===== config.mk =====
export PLATFORM = sky130hd
export DESIGN_NAME = pe_acc_flat
export DESIGN_NICKNAME = d
export VERILOG_FILES = /design/src/rtl/pe_acc_if.sv /design/src/rtl/pe_acc.sv /design/src/flat_wrapper.sv
export SDC_FILE = /design/constraint.sdc
export NUM_CORES = 1
export LEC_CHECK = 0
export BUFFER_PORTS_ARGS = -buffer_cell sky130_fd_sc_hd__clkbuf_2
export CORE_MARGIN = 5
export CORE_UTILIZATION = 38
export CTS_BUF_LIST = sky130_fd_sc_hd__clkbuf_4
export DETAILED_ROUTE_END_ITERATION = 16
export GPL_TIMING_DRIVEN = 0
export PLACE_DENSITY_LB_ADDON = 0.15
export SLEW_MARGIN = 20
export SYNTH_ARGS = -nofsm -noshare
export SYNTH_HDL_FRONTEND = slang
export SYNTH_SLANG_ARGS = --single-unit

===== constraint.sdc =====
create_clock -name clk -period 5.05 [get_ports clk]
set_clock_uncertainty 0.2 [all_clocks]
set_input_delay 0.7575 -clock clk [delete_from_list [all_inputs] [get_ports clk]]
set_output_delay 0.7575 -clock clk [all_outputs]
set_load 0.005 [all_outputs]

===== src/rtl/pe_acc_if.sv =====
// Handshake bundle between the PE product stream, the accumulator and the
// result collector.
interface pe_acc_if #(
    parameter int PROD_W = 16,
    parameter int ACC_W  = 32,
    parameter int LEN_W  = 8
);
    logic              acc_start;
    logic [LEN_W-1:0]  acc_len;
    logic              c1_vld;
    logic [PROD_W-1:0] c1_data;
    logic              res_rdy;
    logic              res_vld;
    logic [ACC_W-1:0]  res_data;
    logic              res_sat;
    logic              acc_busy;
    logic              drop_err;

    modport master (
        output acc_start, acc_len, c1_vld, c1_data, res_rdy,
        input  res_vld, res_data, res_sat, acc_busy, drop_err
    );

    modport slave (
        input  acc_start, acc_len, c1_vld, c1_data, res_rdy,
        output res_vld, res_data, res_sat, acc_busy, drop_err
    );
endinterface


===== src/rtl/pe_acc.sv =====
// Dot-product accumulator: sums K unsigned PE products with optional clamp to
// all-ones and presents the result over a valid/ready handshake.
//
// state | meaning
// IDLE  | waiting for acc_start
// ACC   | collecting products until the remaining count reaches zero
// HOLD  | result valid, held until res_rdy
module pe_acc #(
    parameter int PROD_W = 16,
    parameter int ACC_W  = 32,
    parameter int LEN_W  = 8
) (
    input  logic  clk,
    input  logic  rst_n,
    pe_acc_if.slave bus
);

    typedef enum logic [1:0] {
        IDLE = 2'd0,
        ACC  = 2'd1,
        HOLD = 2'd2
    } state_t;

    state_t            state, state_nxt;
    logic [ACC_W-1:0]  acc, acc_nxt;
    logic [LEN_W-1:0]  rem, rem_nxt;
    logic              sat, sat_nxt;
    logic              drop, drop_nxt;
    logic              start_ok;
    logic [ACC_W:0]    sum;

    always_ff @(posedge clk or negedge rst_n) begin
        if (!rst_n) begin
            state <= IDLE;
            acc   <= '0;
            rem   <= '0;
            sat   <= 1'b0;
            drop  <= 1'b0;
        end else begin
            state <= state_nxt;
            acc   <= acc_nxt;
            rem   <= rem_nxt;
            sat   <= sat_nxt;
            drop  <= drop_nxt;
        end
    end

    // One extra bit catches the carry out that triggers the clamp.
    assign sum = {1'b0, acc} + (ACC_W + 1)'(bus.c1_data);

    always_comb begin
        state_nxt = state;
        acc_nxt   = acc;
        rem_nxt   = rem;
        sat_nxt   = sat;
        drop_nxt  = drop;
        start_ok  = bus.acc_start &&
                    ((state == IDLE) || ((state == HOLD) && bus.res_rdy));

        if (start_ok) begin
            sat_nxt = 1'b0;
            if (bus.acc_len == '0) begin
                acc_nxt   = '0;
                rem_nxt   = '0;
                state_nxt = HOLD;
                if (bus.c1_vld) drop_nxt = 1'b1;
            end else if (bus.c1_vld) begin
                acc_nxt   = ACC_W'(bus.c1_data);
                rem_nxt   = bus.acc_len - LEN_W'(1);
                state_nxt = (bus.acc_len == LEN_W'(1)) ? HOLD : ACC;
            end else begin
                acc_nxt   = '0;
                rem_nxt   = bus.acc_len;
                state_nxt = ACC;
            end
        end else begin
            case (state)
                IDLE: begin
                    if (bus.c1_vld) drop_nxt = 1'b1;
                end
                ACC: begin
                    if (bus.c1_vld) begin
                        if (sum[ACC_W]) begin
                            acc_nxt = '1;
                            sat_nxt = 1'b1;
                        end else begin
                            acc_nxt = sum[ACC_W-1:0];
                        end
                        rem_nxt = rem - LEN_W'(1);
                        if (rem == LEN_W'(1)) state_nxt = HOLD;
                    end
                end
                HOLD: begin
                    if (bus.res_rdy) state_nxt = IDLE;
                    if (bus.c1_vld) drop_nxt = 1'b1;
                end
                default: state_nxt = IDLE;
            endcase
        end
    end

    assign bus.res_vld  = (state == HOLD);
    assign bus.res_data = (state == HOLD) ? acc : '0;
    assign bus.res_sat  = (state == HOLD) && sat;
    assign bus.acc_busy = (state != IDLE);
    assign bus.drop_err = drop;

endmodule


===== src/flat_wrapper.sv =====
// flat-port wrapper written by rule: the top's interface ports become plain ports
module pe_acc_flat 
#(
    parameter int PROD_W = 16,
    parameter int ACC_W  = 32,
    parameter int LEN_W  = 8
)
  (clk, rst_n, bus_acc_start, bus_acc_len, bus_c1_vld, bus_c1_data, bus_res_rdy, bus_res_vld, bus_res_data, bus_res_sat, bus_acc_busy, bus_drop_err);
  pe_acc_if #(.PROD_W(PROD_W), .ACC_W(ACC_W), .LEN_W(LEN_W)) bus_i ();
  input  logic clk;
  input  logic rst_n;
  input wire logic [$bits(bus_i.acc_start)-1:0] bus_acc_start;
  input wire logic [$bits(bus_i.acc_len)-1:0] bus_acc_len;
  input wire logic [$bits(bus_i.c1_vld)-1:0] bus_c1_vld;
  input wire logic [$bits(bus_i.c1_data)-1:0] bus_c1_data;
  input wire logic [$bits(bus_i.res_rdy)-1:0] bus_res_rdy;
  output wire logic [$bits(bus_i.res_vld)-1:0] bus_res_vld;
  output wire logic [$bits(bus_i.res_data)-1:0] bus_res_data;
  output wire logic [$bits(bus_i.res_sat)-1:0] bus_res_sat;
  output wire logic [$bits(bus_i.acc_busy)-1:0] bus_acc_busy;
  output wire logic [$bits(bus_i.drop_err)-1:0] bus_drop_err;
  assign bus_i.acc_start = bus_acc_start;
  assign bus_i.acc_len = bus_acc_len;
  assign bus_i.c1_vld = bus_c1_vld;
  assign bus_i.c1_data = bus_c1_data;
  assign bus_i.res_rdy = bus_res_rdy;
  assign bus_res_vld = bus_i.res_vld;
  assign bus_res_data = bus_i.res_data;
  assign bus_res_sat = bus_i.res_sat;
  assign bus_acc_busy = bus_i.acc_busy;
  assign bus_drop_err = bus_i.drop_err;
  pe_acc #(.PROD_W(PROD_W), .ACC_W(ACC_W), .LEN_W(LEN_W)) u_core (.clk(clk), .rst_n(rst_n), .bus(bus_i));
endmodule

==> flow_summary.toml, run 1 <==
[finish]
synthToLayoutAreaGrowth_pct = 15.3
final_common_cell = "clkbuf_2"
final_nets = 584
drive_gt1_share_pct = 18.2
final_cell_mix = "clkbuf_2 (63), a21oi_1 (53), nand2_1 (51)"

[worst_setup_path]
crit_type = "in2reg"
critical_path_arrival_ps = 3480
critPathMaxFanout = 10
end_kind = "flop"
cp.required_ps = 5120
timing.rr.start = "u_core.acc[0]"
critPathLaunch = "bus_c1_data[0]"
cp-start-kind = "input port"

[clock_network]
clk_pin_slew_worst_paths_ps = 150
clkSinkCount = 44
cts_resized = 0
cts_tree = "done"
cts_inserted_buffers = 5
post-cts-setup-buffer-count = 0
cts_hold_buf = 0
ctsHtreeMaxLevel = 2
cts-root-buf = "clkbuf_4"
clk_latency_ps = 380
cts_buffer_depth = 2

[grt]
use_met3_pct = 3.28
antenna_found_initial = 1
grt_use_met1_pct = 26.3
gr-usage-met2_pct = 33.6
grt-ovfl-total = 0
grt_most_used_layer = "met2"
grt_pass1_wl_um = 18500
grt_max_degree = 45
grt_usage_pct = 19.8
grt_pass1_vias = 3721

[timing]
hold_viol = 0
fin_setup_tns_ps = 0
maxSlewViolCount = 0
tightest_slew_ps = 838
setup_viol_count_final = 0
period_share_pct = 67.5
slew_headroom_pct = 43.9
rsz0062_at_grt = "no"
fin_ws_ps = 1640
period_needed_ps = 3410
max_freq_mhz = 293

[synth]
yosysWarnings = 0
yosys-top-cells-area = "dfrtp_1 (30%), a21oi_1 (7.2%), ha_1 (7.2%)"
synthFlopType = "dfrtp_1"
ys_types = 62
syn-cell-area_um2 = 3670
synth_edf_count = 0
syn-num-nets = 514
syn_avg_cell_area_um2 = 7.93
yosysSeqAreaShare_pct = 30.0
ys_seq_elements = 44
synth_area_leader_cell = "dfrtp_1"
synthCells = 463
async_flop_share_pct = 100
netlist.area_leader.share_pct = 30.0

[floorplan]
rows = 35
ios = 65
core-area_um2 = 9330
fp.dieH_um = 108
dieWidth_um = 108
design.die.area_um2 = 11700
initial_core_util_pct = 39.4

[placement]
place.gp.congestion = 0.850
pre_cts_slack_ps = 1250
dpl.hpwl_um = 8210
place.port_buffers = 63

[pwr]
power_density_nw_per_um2 = 462
p_leak_nw = 1.94
ir_drop_uv = 184

[run_status]
outcome = "finished, final reports clean"

[drt]
drtIter0Drc = 159
wirelength_um = 11100
wl_per_cell_um = 16.6
ant_nets = 0
vias = 3716
via_per_inst = 5.60
firstDrtPassIters = 5
drc = 0

[min_path]
hold_class = "in2async"

[run]
maxCapViolCount = 0
[area by class of cell]
class	instances	area (um2)
fillers	966	5090
diodes	1	2.50
well taps	129	161
inverters	13	48.8
repair buffers	63	318
plain buffers	20	131
clock buffers	5	37.5
flip-flops and latches	44	1100
multi-input cells	386	2390
clock inverters	3	42.5
[metal layers]
layer | vias up | wire length (um)
met2 | 120 | 5180
met3 | 10 | 755
met4 | 0 | 126
li1 | 1813 | -
met1 | 1773 | 5000
met5 | - | 0
[sequential cells by signal (all words and copies together), names as in the netlist]
signal               cells
u_core.bus.drop_err      1
u_core.sat               1
u_core.state             2
u_core.acc              32
u_core.rem               8
[stage by stage]
| stage | hold slack (ps) | util (%) | total power (W) | std cells | area, um2 |
|---|---|---|---|---|---|
| global route | 251 | 45.4 | 0.00215 | 664 | 4230 |
| floorplan | 237 | - | 0.00139 | 463 | 3670 |
| global placement | 258 | 44.5 | 0.00169 | 655 | 4150 |
| CTS | 231 | 45.4 | 0.00196 | 663 | 4230 |
| detailed placement | 260 | 44.5 | 0.00172 | 655 | 4150 |
| finish | 209 | 45.4 | 0.00196 | 664 | 4230 |
[cell families after synthesis]
group	Yosys count	synth area share (%)
xor+xnor	18	4.29
compound gates	153	26.0
flops	44	30.0
fa+ha+maj	22	7.70
mux	6	1.74
buf+inv	33	4.91
simple gates	187	25.4
[critical path: stages]
cell and delay (ps):
clkbuf_2 100, ha_1 220, fa_1 440, a211oi_1 340
o21ai_0 230, o211ai_1 390, a21o_1 410, nand2_4 150
clkbuf_8 200, nand2_1 120, o311ai_1 100
[final timing paths]
kind / to / slack (ps) / cells after the start
max: u_core.acc[31] / 1640 / 11
min: u_core.acc[11] / 210 / 1
max reg2reg: u_core.acc[31] / 1700 / 10
min reg2reg: u_core.sat / 290 / 2
max in group asynchronous: u_core.state[0] / 3990 / 1
min in group clk: u_core.sat / 290 / 2
[synth_stat cells, types with 4 or more instances]
cell      count
a21o_1        9
a21oi_1      53
a31oi_1       6
and2_1       33
clkbuf_1     10
clkbuf_8      4
dfrtp_1      44
ha_1         21
inv_1        13
nand2_1      51
nand2b_1      5
nand3_1      17
nand4_1       6
nor2_1       37
nor2b_1       4
nor3_1       11
o211ai_1      5
o21ai_0      37
or2_2         7
xnor2_1      11
xor2_1        7
[power breakdown]
| group | leakage, nW | switching [W] | total (W) | internal (W) |
|---|---|---|---|---|
| sequential | 0.573 | 0.0000995 | 0.000557 | 0.000457 |
| combinational | 1.32 | 0.000685 | 0.00116 | 0.000472 |
| clock | 0.0428 | 0.000137 | 0.000241 | 0.000104 |
| total | 1.94 | 0.000922 | 0.00196 | 0.00103 |
(Power assumes the default switching activity.)
==> run 2: changes to the inputs <==
Clock period 5.05 ns to 2.8 ns, I/O delays scaled along.
==> run 2 against run 1 <==
Against the previous run:
- cell count is 1.8% higher
- critical path depth shrank 1
- sequential power increased by 83%
- power increased by 100%
- setup slack worse by 1600 ps
- global-route usage is 0.20 points higher
- register-to-register slack worse by 1700 ps
- core utilization is 3.6 points higher
- cell area grew 7.8%
- clock-buffer cell count stayed put
- sequential share of layout area shrank 1.9 points
- combinational power rose by 110%
- critical endpoint unchanged
- largest cell class unchanged
==> flow_summary.toml, run 2 (same netlist as run 1, synthesis figures left out) <==
[timing]
maxSlewViolCount = 0
rsz0062_at_grt = "yes"
tightest_slew_ps = 670
fin_setup_tns_ps = 0
slew_headroom_pct = 55.3
period_needed_ps = 2760
hold_viol = 0
period_share_pct = 98.7
fin_ws_ps = 36.1
max_freq_mhz = 362
setup_viol_count_final = 0

[clock_network]
ctsHtreeMaxLevel = 2
cts_buffer_depth = 2
clk_pin_slew_worst_paths_ps = 150
cts_inserted_buffers = 5
clkSinkCount = 44
clk_latency_ps = 390
cts-root-buf = "clkbuf_4"
cts_tree = "done"

[floorplan]
fp.dieH_um = 108
design.die.area_um2 = 11700
initial_core_util_pct = 39.4
rows = 35
core-area_um2 = 9330
ios = 65
dieWidth_um = 108

[min_path]
hold_class = "in2reg"

[drt]
firstDrtPassIters = 5
via_per_inst = 5.62
drtIter0Drc = 169
wirelength_um = 11500
ant_nets = 0
wl_per_cell_um = 17.0
drc = 0
vias = 3797

[worst_setup_path]
cp.required_ps = 2860
cp-start-kind = "flop"
critPathMaxFanout = 8
crit_type = "reg2reg"
critical_path_arrival_ps = 2820
end_kind = "flop"

[finish]
largestRegisters = "u_core.acc (32), u_core.rem (8), u_core.state (2)"
final_common_cell = "clkbuf_2"
drive_gt1_share_pct = 25.8
largest_reg_flops = 32
final_cell_mix = "clkbuf_2 (65), a21oi_1 (50), nand2_1 (49)"
synthToLayoutAreaGrowth_pct = 24.3
final_nets = 596
fill_cells = 942
regMostFlops = "u_core.acc"

[pwr]
power_density_nw_per_um2 = 855
p_leak_nw = 2.03
ir_drop_uv = 346
finalPower_w = 0.00390

[placement]
place.gp.congestion = 0.850
pre_cts_slack_ps = -658
place.port_buffers = 63
dpl.hpwl_um = 8210

[run_status]
outcome = "finished, final reports clean"

[grt]
grt_pass1_wl_um = 18700
antenna_found_initial = 1
grt_max_degree = 45
grt-ovfl-total = 0
grt_pass1_vias = 3764
grt_usage_pct = 20.0

[run]
maxCapViolCount = 0
==> run 2: cell count changes in the layout (fill, tap and decap cells not counted), moves of 3 or more <==
cell,change
a21oi_1,-3
buf_4,+9
ha_1,-6
ha_4,+6
nor2_1,-7
nor2_2,+3
nor2_4,+4
o21ai_0,-13
o21ai_1,+10
o21ai_2,+3
==> run 2: worst paths after layout <==
kind	depth (start not counted)	to	slack, ps	from
hold reg to reg	2	u_core.sat	290	u_core.sat
min in group asynchronous	2	u_core.acc[23]	420	rst_n
setup / recovery	10	u_core.acc[31]	40	u_core.acc[0]
max in group asynchronous	2	u_core.rem[7]	1520	rst_n
hold / removal	3	u_core.acc[12]	130	bus_c1_data[12]
setup reg to reg	10	u_core.acc[31]	40	u_core.acc[0]
==> run 2: per-layer routing <==
| layer | vias up | share of wire [%] | GRT usage (%) | wire length, um |
|---|---|---|---|---|
| li1 | 1836 | - | - | - |
| met5 | - | 0 | 0 | 0 |
| met2 | 124 | 48 | 34.0 | 5480 |
| met3 | 14 | 6.4 | 3.46 | 739 |
| met1 | 1823 | 44 | 26.5 | 5120 |
| met4 | 0 | 1.5 | 4.78 | 176 |
==> run 2: final cells by class <==
class / instances / area, um2 / area share, %
Inverter: 13 / 48.8 / 1.07
Clock inverter: 3 / 42.5 / 0.932
Antenna cell: 1 / 2.50 / 0.0548
Buffer: 20 / 135 / 2.96
Sequential cell: 44 / 1100 / 24.1
Clock buffer: 5 / 37.5 / 0.822
Multi-Input combinational cell: 386 / 2610 / 57.1
Timing Repair Buffer: 75 / 432 / 9.45
Tap cell: 129 / 161 / 3.54
==> run 2: power breakdown <==
part / switching (W) / internal [W]
Sequential: 0.000199 / 0.000825
Combinational: 0.00139 / 0.00105
Clock: 0.000252 / 0.000187
Total: 0.00184 / 0.00206
==> run 2: metrics by stage <==
stage	utilization (%)	cells	instance area, um2	hold slack [ps]
floorplan	-	463	3670	-75.6
CTS	45.9	667	4280	116
global placement	44.5	655	4150	258
finish	48.9	676	4570	130
detailed placement	44.5	655	4150	260
global route	48.9	676	4570	125
==> run 2: what timing repair did <==
action                     4_1_cts  5_1_grt
pin swaps                        3       20
gates cloned                     0        1
buffers inserted                 3        7
hold endpoints to repair        44        0
gates resized for setup          7       56
hold buffers                     1        0
setup endpoints to repair       31       28
==> run 2: worst max-delay path: stages (launching register included) <==
cell	delay, ps
dfrtp_1	440
ha_4	180
fa_2	430
a211oi_4	280
o21ai_2	110
o211ai_1	280
a21o_2	250
nand2_4	130
buf_8	180
nand2_4	80
o311ai_4	80
